<file path="src/rtl/muldiv_sequencer_pkg.sv">
// Shared types and func3 encodings for the RV32M multiply/divide sequencer.
// Also holds the helpers that say which operands an op treats as signed.
package mulDivPkg;

    typedef enum logic [2:0] {
        IDLE = 3'd0,
        PREP = 3'd1,
        RUN  = 3'd2,
        FIX  = 3'd3,
        DONE = 3'd4
    } mulDivState_t;

    localparam logic [2:0] MUL_OP    = 3'b000;
    localparam logic [2:0] MULH_OP   = 3'b001;
    localparam logic [2:0] MULHSU_OP = 3'b010;
    localparam logic [2:0] MULHU_OP  = 3'b011;
    localparam logic [2:0] DIV_OP    = 3'b100;
    localparam logic [2:0] DIVU_OP   = 3'b101;
    localparam logic [2:0] REM_OP    = 3'b110;
    localparam logic [2:0] REMU_OP   = 3'b111;

    // MUL keeps only the low word, which does not depend on signedness.
    function automatic logic isSignedA(input logic [2:0] op);
        return (op == MULH_OP) || (op == MULHSU_OP) || (op == DIV_OP) || (op == REM_OP);
    endfunction

    function automatic logic isSignedB(input logic [2:0] op);
        return (op == MULH_OP) || (op == DIV_OP) || (op == REM_OP);
    endfunction

endpackage

</file>
<file path="src/rtl/muldiv_sequencer_datapath.sv">
// Shift-add multiplier / restoring divider sharing one 2*XLEN accumulator.
// Driven by load/prep/step/fix strobes from the sequencer FSM.
module muldiv_datapath
    import mulDivPkg::*;
#(
    parameter int XLEN = 32
) (
    input  logic            clk_i,
    input  logic            reset_i,
    input  logic            load_i,
    input  logic            prep_i,
    input  logic            step_i,
    input  logic            fix_i,
    input  logic [2:0]      op_i,
    input  logic [XLEN-1:0] a_i,
    input  logic [XLEN-1:0] b_i,
    output logic            special_o,
    output logic [XLEN-1:0] result_o
);

    localparam logic [XLEN-1:0] MIN_NEG = {1'b1, {(XLEN-1){1'b0}}};

    logic [2:0]        op_q;
    logic [XLEN-1:0]   a_q;
    logic [XLEN-1:0]   b_q;
    logic [2*XLEN-1:0] acc_q;
    logic              neg_a_q;
    logic              neg_b_q;
    logic              special_q;
    logic [XLEN-1:0]   result_q;

    logic              neg_a, neg_b, div_zero, div_ovf;
    logic [XLEN-1:0]   abs_a, abs_b, spec_res;
    logic [XLEN:0]     mul_sum, div_shift, div_trial;
    logic [2*XLEN-1:0] step_acc, prod_fix;
    logic [XLEN-1:0]   quot, quot_fix, rem, rem_fix, fix_res;

    always_comb begin
        neg_a    = isSignedA(op_q) & a_q[XLEN-1];
        neg_b    = isSignedB(op_q) & b_q[XLEN-1];
        abs_a    = neg_a ? -a_q : a_q;
        abs_b    = neg_b ? -b_q : b_q;
        div_zero = op_q[2] && (b_q == '0);
        div_ovf  = op_q[2] && !op_q[0] && (a_q == MIN_NEG) && (b_q == '1);
        // op[1] selects remainder among the divide ops.
        if (div_zero) spec_res = op_q[1] ? a_q : '1;
        else          spec_res = op_q[1] ? '0 : MIN_NEG;
    end

    always_comb begin
        mul_sum   = {1'b0, acc_q[2*XLEN-1:XLEN]} + (acc_q[0] ? {1'b0, b_q} : '0);
        div_shift = {acc_q[2*XLEN-1:XLEN], acc_q[XLEN-1]};
        div_trial = div_shift - {1'b0, b_q};
        if (op_q[2]) begin
            if (!div_trial[XLEN]) step_acc = {div_trial[XLEN-1:0], acc_q[XLEN-2:0], 1'b1};
            else                  step_acc = {div_shift[XLEN-1:0], acc_q[XLEN-2:0], 1'b0};
        end else begin
            step_acc = {mul_sum, acc_q[XLEN-1:1]};
        end
    end

    always_comb begin
        prod_fix = (neg_a_q ^ neg_b_q) ? -acc_q : acc_q;
        quot     = acc_q[XLEN-1:0];
        rem      = acc_q[2*XLEN-1:XLEN];
        quot_fix = (neg_a_q ^ neg_b_q) ? -quot : quot;
        rem_fix  = neg_a_q ? -rem : rem;
        case (op_q)
            MUL_OP:                      fix_res = prod_fix[XLEN-1:0];
            MULH_OP, MULHSU_OP, MULHU_OP: fix_res = prod_fix[2*XLEN-1:XLEN];
            DIV_OP, DIVU_OP:             fix_res = quot_fix;
            default:                     fix_res = rem_fix;
        endcase
        if (special_q) fix_res = acc_q[XLEN-1:0];
    end

    always_ff @(posedge clk_i or posedge reset_i) begin
        if (reset_i) begin
            op_q      <= '0;
            a_q       <= '0;
            b_q       <= '0;
            acc_q     <= '0;
            neg_a_q   <= 1'b0;
            neg_b_q   <= 1'b0;
            special_q <= 1'b0;
            result_q  <= '0;
        end else begin
            if (load_i) begin
                op_q      <= op_i;
                a_q       <= a_i;
                b_q       <= b_i;
                special_q <= 1'b0;
            end
            if (prep_i) begin
                neg_a_q   <= neg_a;
                neg_b_q   <= neg_b;
                b_q       <= abs_b;
                special_q <= div_zero | div_ovf;
                // Special cases park their final answer in the low word.
                acc_q     <= (div_zero | div_ovf) ? {{XLEN{1'b0}}, spec_res}
                                                  : {{XLEN{1'b0}}, abs_a};
            end
            if (step_i) acc_q <= step_acc;
            if (fix_i)  result_q <= fix_res;
        end
    end

    assign special_o = special_q;
    assign result_o  = result_q;

endmodule

</file>
<file path="src/rtl/muldiv_sequencer.sv">
// Sequencer FSM for the RV32M multiply/divide path: accepts one op from ID/EX,
// stalls the pipeline while it iterates, and presents the result for one cycle.
//   state | meaning
//   IDLE  | waiting for startValid_i
//   PREP  | cycle 0: abs values, signs, special-case flags; cycle 1: choose RUN or DONE
//   RUN   | one shift-add / trial-subtract iteration per cycle, XLEN cycles
//   FIX   | sign correction and result select
//   DONE  | resultValid_o high for one cycle
module muldiv_sequencer
    import mulDivPkg::*;
#(
    parameter int XLEN = 32
) (
    input  logic            clk_i,
    input  logic            reset_i,
    input  logic            startValid_i,
    input  logic [2:0]      mulDivOp_i,
    input  logic [XLEN-1:0] operandA_i,
    input  logic [XLEN-1:0] operandB_i,
    input  logic            flush_i,
    output logic            stall_o,
    output logic            busy_o,
    output logic            resultValid_o,
    output logic [XLEN-1:0] result_o
);

    localparam int CNT_W = $clog2(XLEN) + 1;

    mulDivState_t     state_q;
    logic [CNT_W-1:0] cnt_q;
    logic             result_valid_q;

    logic load, prep, step, fix, special;

    always_comb begin
        load = (state_q == IDLE) && startValid_i && !flush_i;
        prep = (state_q == PREP) && (cnt_q == '0) && !flush_i;
        step = (state_q == RUN) && !flush_i;
        fix  = !flush_i && ((state_q == FIX) || ((state_q == PREP) && (cnt_q != '0) && special));
    end

    always_ff @(posedge clk_i or posedge reset_i) begin
        if (reset_i) begin
            state_q        <= IDLE;
            cnt_q          <= '0;
            result_valid_q <= 1'b0;
        end else begin
            result_valid_q <= 1'b0;
            case (state_q)
                IDLE: begin
                    if (load) begin
                        state_q <= PREP;
                        cnt_q   <= '0;
                    end
                end
                PREP: begin
                    if (flush_i) begin
                        state_q <= IDLE;
                    end else if (cnt_q == '0) begin
                        cnt_q <= CNT_W'(1);
                    end else if (special) begin
                        state_q        <= DONE;
                        result_valid_q <= 1'b1;
                    end else begin
                        state_q <= RUN;
                        cnt_q   <= '0;
                    end
                end
                RUN: begin
                    if (flush_i)                         state_q <= IDLE;
                    else if (cnt_q == CNT_W'(XLEN - 1))  state_q <= FIX;
                    else                                 cnt_q   <= cnt_q + CNT_W'(1);
                end
                FIX: begin
                    if (flush_i) begin
                        state_q <= IDLE;
                    end else begin
                        state_q        <= DONE;
                        result_valid_q <= 1'b1;
                    end
                end
                DONE:    state_q <= IDLE;
                default: state_q <= IDLE;
            endcase
        end
    end

    muldiv_datapath #(.XLEN(XLEN)) u_datapath (
        .clk_i     (clk_i),
        .reset_i   (reset_i),
        .load_i    (load),
        .prep_i    (prep),
        .step_i    (step),
        .fix_i     (fix),
        .op_i      (mulDivOp_i),
        .a_i       (operandA_i),
        .b_i       (operandB_i),
        .special_o (special),
        .result_o  (result_o)
    );

    assign busy_o        = (state_q != IDLE) && (state_q != DONE);
    assign stall_o       = ((state_q == IDLE) && startValid_i) || busy_o;
    assign resultValid_o = result_valid_q;

endmodule

</file>
<file path="config.mk">
export PLATFORM = sky130hd
export DESIGN_NAME = muldiv_sequencer
export DESIGN_NICKNAME = d
export VERILOG_FILES = /design/src/rtl/muldiv_sequencer_pkg.sv /design/src/rtl/muldiv_sequencer_datapath.sv /design/src/rtl/muldiv_sequencer.sv
export SDC_FILE = /design/constraint.sdc
export NUM_CORES = 1
export LEC_CHECK = 0
export CORE_ASPECT_RATIO = 0.9
export CORE_UTILIZATION = 60
export DETAILED_ROUTE_END_ITERATION = 8
export GPL_TIMING_DRIVEN = 0
export HOLD_SLACK_MARGIN = 0.06
export PLACE_DENSITY_LB_ADDON = 0.12
export SYNTH_ARGS = -nofsm -noshare
export SYNTH_HDL_FRONTEND = slang
export SYNTH_SLANG_ARGS = --single-unit
</file>
<file path="constraint.sdc">
create_clock -name clk_i -period 5.7 [get_ports clk_i]
set_input_delay 0.57 -clock clk_i [delete_from_list [all_inputs] [get_ports clk_i]]
set_output_delay 0.57 -clock clk_i [all_outputs]
set_load 0.01 [all_outputs]
</file>
## Word level (Yosys, flattened, before mapping)

Index checks and enable logic that the tools add are counted.

- Output and inout bits: 35
- Word-level logic and storage cells: 120
- Input port bits: 71
- Bits in registers: 176

- Eq/ne operators: 21
- Muxes and demuxes: 40
- $add $sub $neg: 8
- Reduce and logical (&&, ||, !) cells: 36
- Bitwise operators: 4

Operators by type and width:

| cell | count |
|---|---|
| two-way mux 32 bit | 12 |
| two-way mux 64 bit | 5 |
| negation 32 bit | 4 |
| case mux 32 bit (3 select lines) | 1 |
| equality test 32 bit (second input constant) | 2 |
| negation 64 bit | 1 |
| two-way mux 6 bit | 6 |
| adder 32 x 33 -> 33 bit | 1 |
| subtractor 33 x 32 -> 33 bit | 1 |
| zero test 32 bit | 1 |
| two-way mux 3 bit | 7 |
| case mux 6 bit (3 select lines) | 1 |
| logical AND 1 bit | 13 |
| equality test 3 x 2 -> 1 bit (second input constant) | 4 |
| case mux 3 bit (4 select lines) | 1 |
| equality test 3 bit (second input constant) | 3 |
| != test 3 bit (second input constant) | 3 |
| != test 2 bit (second input constant) | 4 |
| logical OR 1 bit | 7 |
| adder 6 x 1 -> 6 bit (second input constant) | 1 |
| equality test 3 x 1 -> 1 bit (second input constant) | 2 |
| equality test 6 x 5 -> 1 bit (second input constant) | 1 |
| zero test 3 bit | 2 |
| zero test 6 bit | 1 |
| 16 further kinds | 25 |

## Logic depth before layout (Yosys ltp)

- Word-level depth: 9
- Gate-level depth with buffers: 16
- Mapped depth without buffers: 15

## Modules after synthesis

A second synthesis with hierarchy kept.

- Cells, all modules: 2,087
- Area total of the unflattened synthesis: 16,248.1 µm²

Modules (own cells, without submodules):

| module | cells each | area each (µm²) | instances | sequential area each (µm²) |
|---|---|---|---|---|
| muldiv_datapath | 2,018 | 15,581.2 | 1 | 4,154.0 |
| muldiv_sequencer | 69 | 666.9 | 1 | 250.2 |

## Worst setup path after synthesis

Ideal clock, no wire load.

- Path type: flip-flop to flip-flop
- From: register u_datapath.acc_q[31]
- To: register u_datapath.acc_q[46]
- Buffers on the path: 1
- Period minus slack after synthesis: 3.374 ns
- Stages on the path, launching flop included: 15
- Slack: 2.326 ns
- Data arrival time: 3.244 ns
- Cell sequence: dfrtp_1 -> inv_1 -> ha_1 -> fa_1 -> nand2b_1 -> a21oi_1 -> o2111ai_1 -> a31o_1 -> a211o_1 -> or4b_1 -> and4_1 -> buf_2 -> mux2_1 -> a22oi_1 -> o21ai_1

- Cells in the longest elaborated chain, start to end: 4

Ends and longest elaborated chain:

| item | line | source |
|---|---|---|
| start, declared | muldiv_sequencer_datapath.sv:26 | `logic [2*XLEN-1:0] acc_q;` |
| start signal, assigned | muldiv_sequencer_datapath.sv:100 | `acc_q <= (div_zero \| div_ovf) ? {{XLEN{1'b0}}, spec_res}` |
| start signal, assigned | muldiv_sequencer_datapath.sv:103 | `if (step_i) acc_q <= step_acc;` |
| subtractor 33 x 32 -> 33 bit | muldiv_sequencer_datapath.sv:53 | `div_trial = div_shift - {1'b0, b_q};` |
| two-way mux 64 bit | muldiv_sequencer_datapath.sv:55 | `if (!div_trial[XLEN]) step_acc = {div_trial[XLEN-1:0], acc_q[XLEN-2:0], 1'b1};` |
| two-way mux 64 bit | muldiv_sequencer_datapath.sv:54 | `if (op_q[2]) begin` |
| two-way mux 64 bit | muldiv_sequencer_datapath.sv:103 |  |

No other way between the ends.
A chain may end at the register's enable or synchronous reset.

## Worst setup path in the final report

- From: register u_datapath.acc_q[0]
- To: register u_datapath.acc_q[57]

- Cells in the longest elaborated chain, start to end: 4

Ends and longest elaborated chain:

| item | line | source |
|---|---|---|
| two-way mux 32 bit | muldiv_sequencer_datapath.sv:51 | `mul_sum = {1'b0, acc_q[2*XLEN-1:XLEN]} + (acc_q[0] ? {1'b0, b_q} : '0);` |
| adder 32 x 33 -> 33 bit | muldiv_sequencer_datapath.sv:51 |  |
| two-way mux 64 bit | muldiv_sequencer_datapath.sv:54 |  |
| two-way mux 64 bit | muldiv_sequencer_datapath.sv:103 |  |

No other way between the ends.

==> results.json <==
{
  "viasPerCell": 6.943,
  "fin_skew_ps": 23.20,
  "final_layout_size_suffix_gt1_share_pct": 5.793,
  "grt_max_degree": 96,
  "diodes": 0,
  "crit_type": "reg2reg",
  "drt_iter0_drc": 2184,
  "min_path_type": "reg2reg",
  "first_global_vias": 16460,
  "dp_slack_ps": 1276,
  "syn_nets": 2182,
  "syn_avg_cell_area_um2": 7.808,
  "clk_pin_slew_ps": 70,
  "ant_nets": 0,
  "first_pass_iters": 9,
  "num_vias": 17520,
  "cts_hold_buf": 0,
  "status": "completed",
  "cts.sinks": 176,
  "rows": 56,
  "cts_buffers": 17,
  "cts-root-buf": "clkbuf_16",
  "fin_hold_ws_ps": 491.6,
  "netlist_area_mm2": 0.01591,
  "die_w_um": 173.7,
  "drc": 0,
  "cp_data_required_time_ps": 6010,
  "yosys_most_used_dff": "dfrtp_1",
  "cp_max_fo": 10,
  "cts_setup_buffers": 0,
  "reg2regPathDepth": 16,
  "io_buffers": 104,
  "io_pins": 106,
  "synth-seq-cells": 176,
  "peakVddDrop_mv": 0.2918,
  "dieArea_mm2": 0.02718,
  "whs_path_depth": 2,
  "clkLatencyLatePin_ps": 460,
  "fin_area_mm2": 0.01803,
  "yosys-top-cells-area": "dfrtp_1 (28%), a21oi_1 (6.0%), o21ai_0 (5.9%), ha_1 (5.6%), nor2_1 (4.2%)",
  "fin_crit_ps": 4697,
  "cts_tree": "yes",
  "tightest_slew_ps": 1029,
  "ys_seq_area_share_pct": 27.68,
  "htree_levels": 4,
  "clockBufferDepth": 2,
  "antenna_found_initial": 0,
  "synthArstFlopShare_pct": 100.0,
  "rsz0062_at_grt": "false",
  "synth_edf_count": 0,
  "synth_top_area_share_pct": 27.68,
  "netlist_instances": 2038,
  "num-nets-final": 2307,
  "endpoint_kind": "register",
  "placed_area_mm2": 0.01744,
  "cp_data_arrival_time_ps": 5010,
  "setup_violations": 0,
  "wl_mm": 59.60,
  "ys_types": 84,
  "grt_usage_pct": 43.47,
  "cts-resized-gates": 0,
  "maxCapViolations": 0,
  "synth_commonest_cells": "a21oi_1 (192), o21ai_0 (189), nor2_1 (179), dfrtp_1 (176), nand2_1 (156)",
  "synth_top_area_cell": "dfrtp_1",
  "finalHoldViolations": 0,
  "power.density_mw_per_mm2": 598.9,
  "setup_slack_ps": 1003,
  "relSlewSlack_pct": 31.16,
  "hpwlAfterDp_mm": 45.70,
  "cp-start-kind": "register",
  "grt_pass1_wl_mm": 91.34,
  "coreArea_mm2": 0.02607,
  "syn_to_final_growth_pct": 13.28,
  "overflow": 0,
  "period_share_pct": 82.40,
  "synth.most_common_cell": "a21oi_1",
  "place_congestion": 1.031,
  "yosysWarningCount": 0,
  "power.leakage_nw": 7.507,
  "die_h_um": 156.5,
  "start_util_pct": 61.05,
  "wl_per_cell_um": 23.62,
  "slew_violations": 0,
  "fmax_ghz": 0.2129
}
[cells in the final DEF (no fill, tap or decap), types with 21 or more instances in the layout]
master and n:
mux2i_1 27, nor2b_1 33, inv_1 63, ha_1 71
o21ai_0 189, nand2_1 156, xor2_1 52, o211ai_1 22
a22oi_1 32, nor2_1 179, a21o_1 31, xnor2_1 76
a21oi_1 192, dfrtp_1 176, a31oi_1 23, o21ai_1 26
or3_1 28, o31ai_1 30, nand4_1 26, nand3_1 51
nor3_1 46, nand2b_1 21, clkbuf_1 117, mux2_2 43
o22ai_1 37, a211oi_1 29, clkdlybuf4s50_1 104
[state kept, by name, indices dropped and copies added (netlist names)]
signal / cells
cnt_q: 6
resultValid_o: 1
state_q: 3
u_datapath.a_q: 32
u_datapath.acc_q: 64
u_datapath.b_q: 32
u_datapath.neg_a_q: 1
u_datapath.neg_b_q: 1
u_datapath.op_q: 3
u_datapath.result_o: 32
u_datapath.special_o: 1
[cell families after synthesis]
| group | count (synthesis) | share of synthesized area (%) |
|---|---|---|
| AOI/OAI and AO/OA | 730 | 28.83 |
| and+or+nand+nor | 644 | 20.36 |
| buffers and inverters | 214 | 5.307 |
| DFF | 176 | 27.68 |
| xor gates and xnor gates | 128 | 7.045 |
| muxes | 73 | 4.954 |
| adders and majority gates | 73 | 5.834 |
[metrics by stage]
step,power [mW],std cells,utilization [%],setup TNS [ps]
after CTS,10.47,2523,69.16,0
final,10.80,2523,69.16,0
after global routing,11.37,2523,69.16,0
after global placement,9.044,2490,66.71,-372230
after floorplan,7.065,2038,-,0
after detailed placement,9.227,2492,66.90,0
[power by group]
part	internal, mW	switching (mW)
Clock	0.656	0.589
Sequential	1.75	0.794
Combinational	2.64	4.37
Total	5.05	5.75
[layer usage]
metal	track usage (%)	vias up	wire length (µm)
li1	-	7781	-
met1	55.95	8271	23210
met2	67.43	1247	25920
met3	13.61	219	7982
met4	18.67	0	2482
met5	0	-	0
[critical path, stage by stage (launching register included)]
cell      delay, ps
dfrtp_1         540
inv_1           220
buf_1           380
nor2_1          240
ha_1            340
inv_1            90
fa_1            410
nand2b_1        180
a21oi_1         280
o21bai_1        210
a211o_1         310
and2_1          180
o21ai_0         530
a21oi_1         160
xnor2_1         160
a22oi_1         180
o21ai_1         130
[layout make-up]
class	instances	area (µm²)
Buffer	149	600.6
Clock buffer	18	429.2
Clock inverter	13	158.9
Fill cell	2220	8039
Inverter	65	251.5
Multi-Input combinational cell	1648	10670
Sequential cell	176	4404
Tap cell	348	435.4
Timing Repair Buffer	106	1076
[final timing paths]
kind,from,endpoint,slack [ps]
max in group asynchronous,reset_i,u_datapath.a_q[27],4170
max,u_datapath.acc_q[0],u_datapath.acc_q[57],1000
min,u_datapath.result_o[1],u_datapath.result_o[1],490
max reg2reg,u_datapath.acc_q[0],u_datapath.acc_q[57],1000
min reg2reg,u_datapath.result_o[1],u_datapath.result_o[1],490
min in group asynchronous,reset_i,u_datapath.result_o[1],650
Note: power is estimated with default switching activity, not from simulation.
==> patch, RTL diff (config.mk and constraints unchanged) <==
`XLEN` is set to 32 in 2 places; all go to 16.
--- a/src/rtl/muldiv_sequencer_datapath.sv
+++ b/src/rtl/muldiv_sequencer_datapath.sv
@@ -4,5 +4,5 @@
     import mulDivPkg::*;
 #(
-    parameter int XLEN = 32
+    parameter int XLEN = 16
 ) (
     input  logic            clk_i,
--- a/src/rtl/muldiv_sequencer.sv
+++ b/src/rtl/muldiv_sequencer.sv
@@ -10,5 +10,5 @@
     import mulDivPkg::*;
 #(
-    parameter int XLEN = 32
+    parameter int XLEN = 16
 ) (
     input  logic            clk_i,
Ports: changed (resized operandA_i, operandB_i and result_o); port bits go from 106 to 58. The function was not compared with the original's and may differ.
==> patch against the unedited design <==
  * Total power fell by 46%
  * Setup slack improved by 430 ps
  * First-iteration DRC count fell by 52%
  * Worst hold slack got worse by 16 ps
  * Cell area fell by 48%
  * Sequential cell count fell by 81
  * Area after synthesis fell by 47%
  * Largest cell class unchanged
  * Critical endpoint is now u_datapath.acc_q[29]$_DFFE_PP0P_
  * Wire length fell by 56%
==> patch: results (changes against the unedited design) <==
| Metric | Value |
|---|---|
| Seq/Total Area, Yosys | `28.4% (was 27.7%)` |
| Largest net degree at the start of global routing | `69 (was 96)` |
| Overall power | `0.00587 W (was 0.0108 W)` |
| Status | `complete, no violations (unchanged)` |
| Initial DRC Count | `1040 (was 2184)` |
| Area share of fa/ha/maj cells after synthesis | `6.47% (was 5.83%)` |
| Worst setup endpoint | `u_datapath.acc_q[29]$_DFFE_PP0P_ (was u_datapath.acc_q[57]$_DFFE_PP0P_)` |
| Post-Syn Instances | `1041 (was 2038)` |
| Syn Nets | `1122 (was 2182)` |
| R2r worst-path depth | `14 (was 16)` |
| Share of layout cells above drive strength 1 | `7.10% (was 5.79%)` |
| Pre-CTS WS | `1580 ps (was 1280 ps)` |
| DR vias/cell | `6.75 (was 6.94)` |
| Clk_skew | `7.35 ps (was 23.2 ps)` |
| TritonCTS Buffers | `9 (was 17)` |
| Area contributors post-synth | `dfrtp_1 28%, o21ai_0 6.0%, ha_1 6.0%, nand2_1 4.5%, a21oi_1 4.4% (was dfrtp_1 28%, a21oi_1 6.0%, o21ai_0 5.9%, ha_1 5.6%, nor2_1 4.2%)` |
| Area after DPL | `9170 um^2 (was 17400 um^2)` |
| Routed wl met3 | `2740 um (was 7980 um)` |
| Multiplexer share of the synthesized area | `5.23% (was 4.95%)` |
| Final nets | `1191 (was 2307)` |
| Crit share post-route | `74.9% (was 82.4%)` |
| Sw Ratio | `51.9% (was 53.3%)` |
| VDD IR max | `341 uV (was 292 uV)` |
| Total GRT Usage | `37.4% (was 43.5%)` |
| H-tree depth | `3 (was 4)` |
| Port bufs | `57 (was 104)` |
| Met1 WL | `11200 um (was 23200 um)` |
| First-pass GRT wire length | `41900 um (was 91300 um)` |
| Clk_lat worst skew | `350 ps (was 460 ps)` |
| Drt wl/cell | `20.4 um (was 23.6 um)` |
| Post-synthesis xor/xnor area fraction | `5.45% (was 7.05%)` |
| Dpl hpwl | `19900 um (was 45700 um)` |
patch: cell types whose count changed after synthesis, sizes merged, moves of 42 or more:
cell / delta
a21oi: -118
clkbuf: -71
dfrtp: -81
nand2: -53
nor2: -91
o21ai: -111
xnor2: -42
patch: layer usage:
layer  track usage [%]  up-vias
li1                  -     4005
met3              9.19       56
met2              57.1      461
met1              51.9     4131
met4              12.7        0
met5                 0        -
patch: critical path, stage by stage (launching register included):
cell and delay (ps):
dfrtp_1 500, clkinv_1 320, clkbuf_1 400, nor2_1 180, ha_1 220, inv_1 70, fa_1 420, nor2b_1 190
o2111ai_1 170, a31oi_1 420, a41oi_1 310, a311oi_1 420, nor2_1 90, a221o_1 290, nand3b_1 160
patch: area by class of cell:
class / instances / area (um^2)
Buffer: 65 / 345
Clock inverter: 3 / 21.3
Tap cell: 168 / 210
Multi-Input combinational cell: 834 / 5460
Fill cell: 1144 / 4030
Timing Repair Buffer: 58 / 598
Inverter: 47 / 179
Sequential cell: 95 / 2380
Clock buffer: 11 / 243
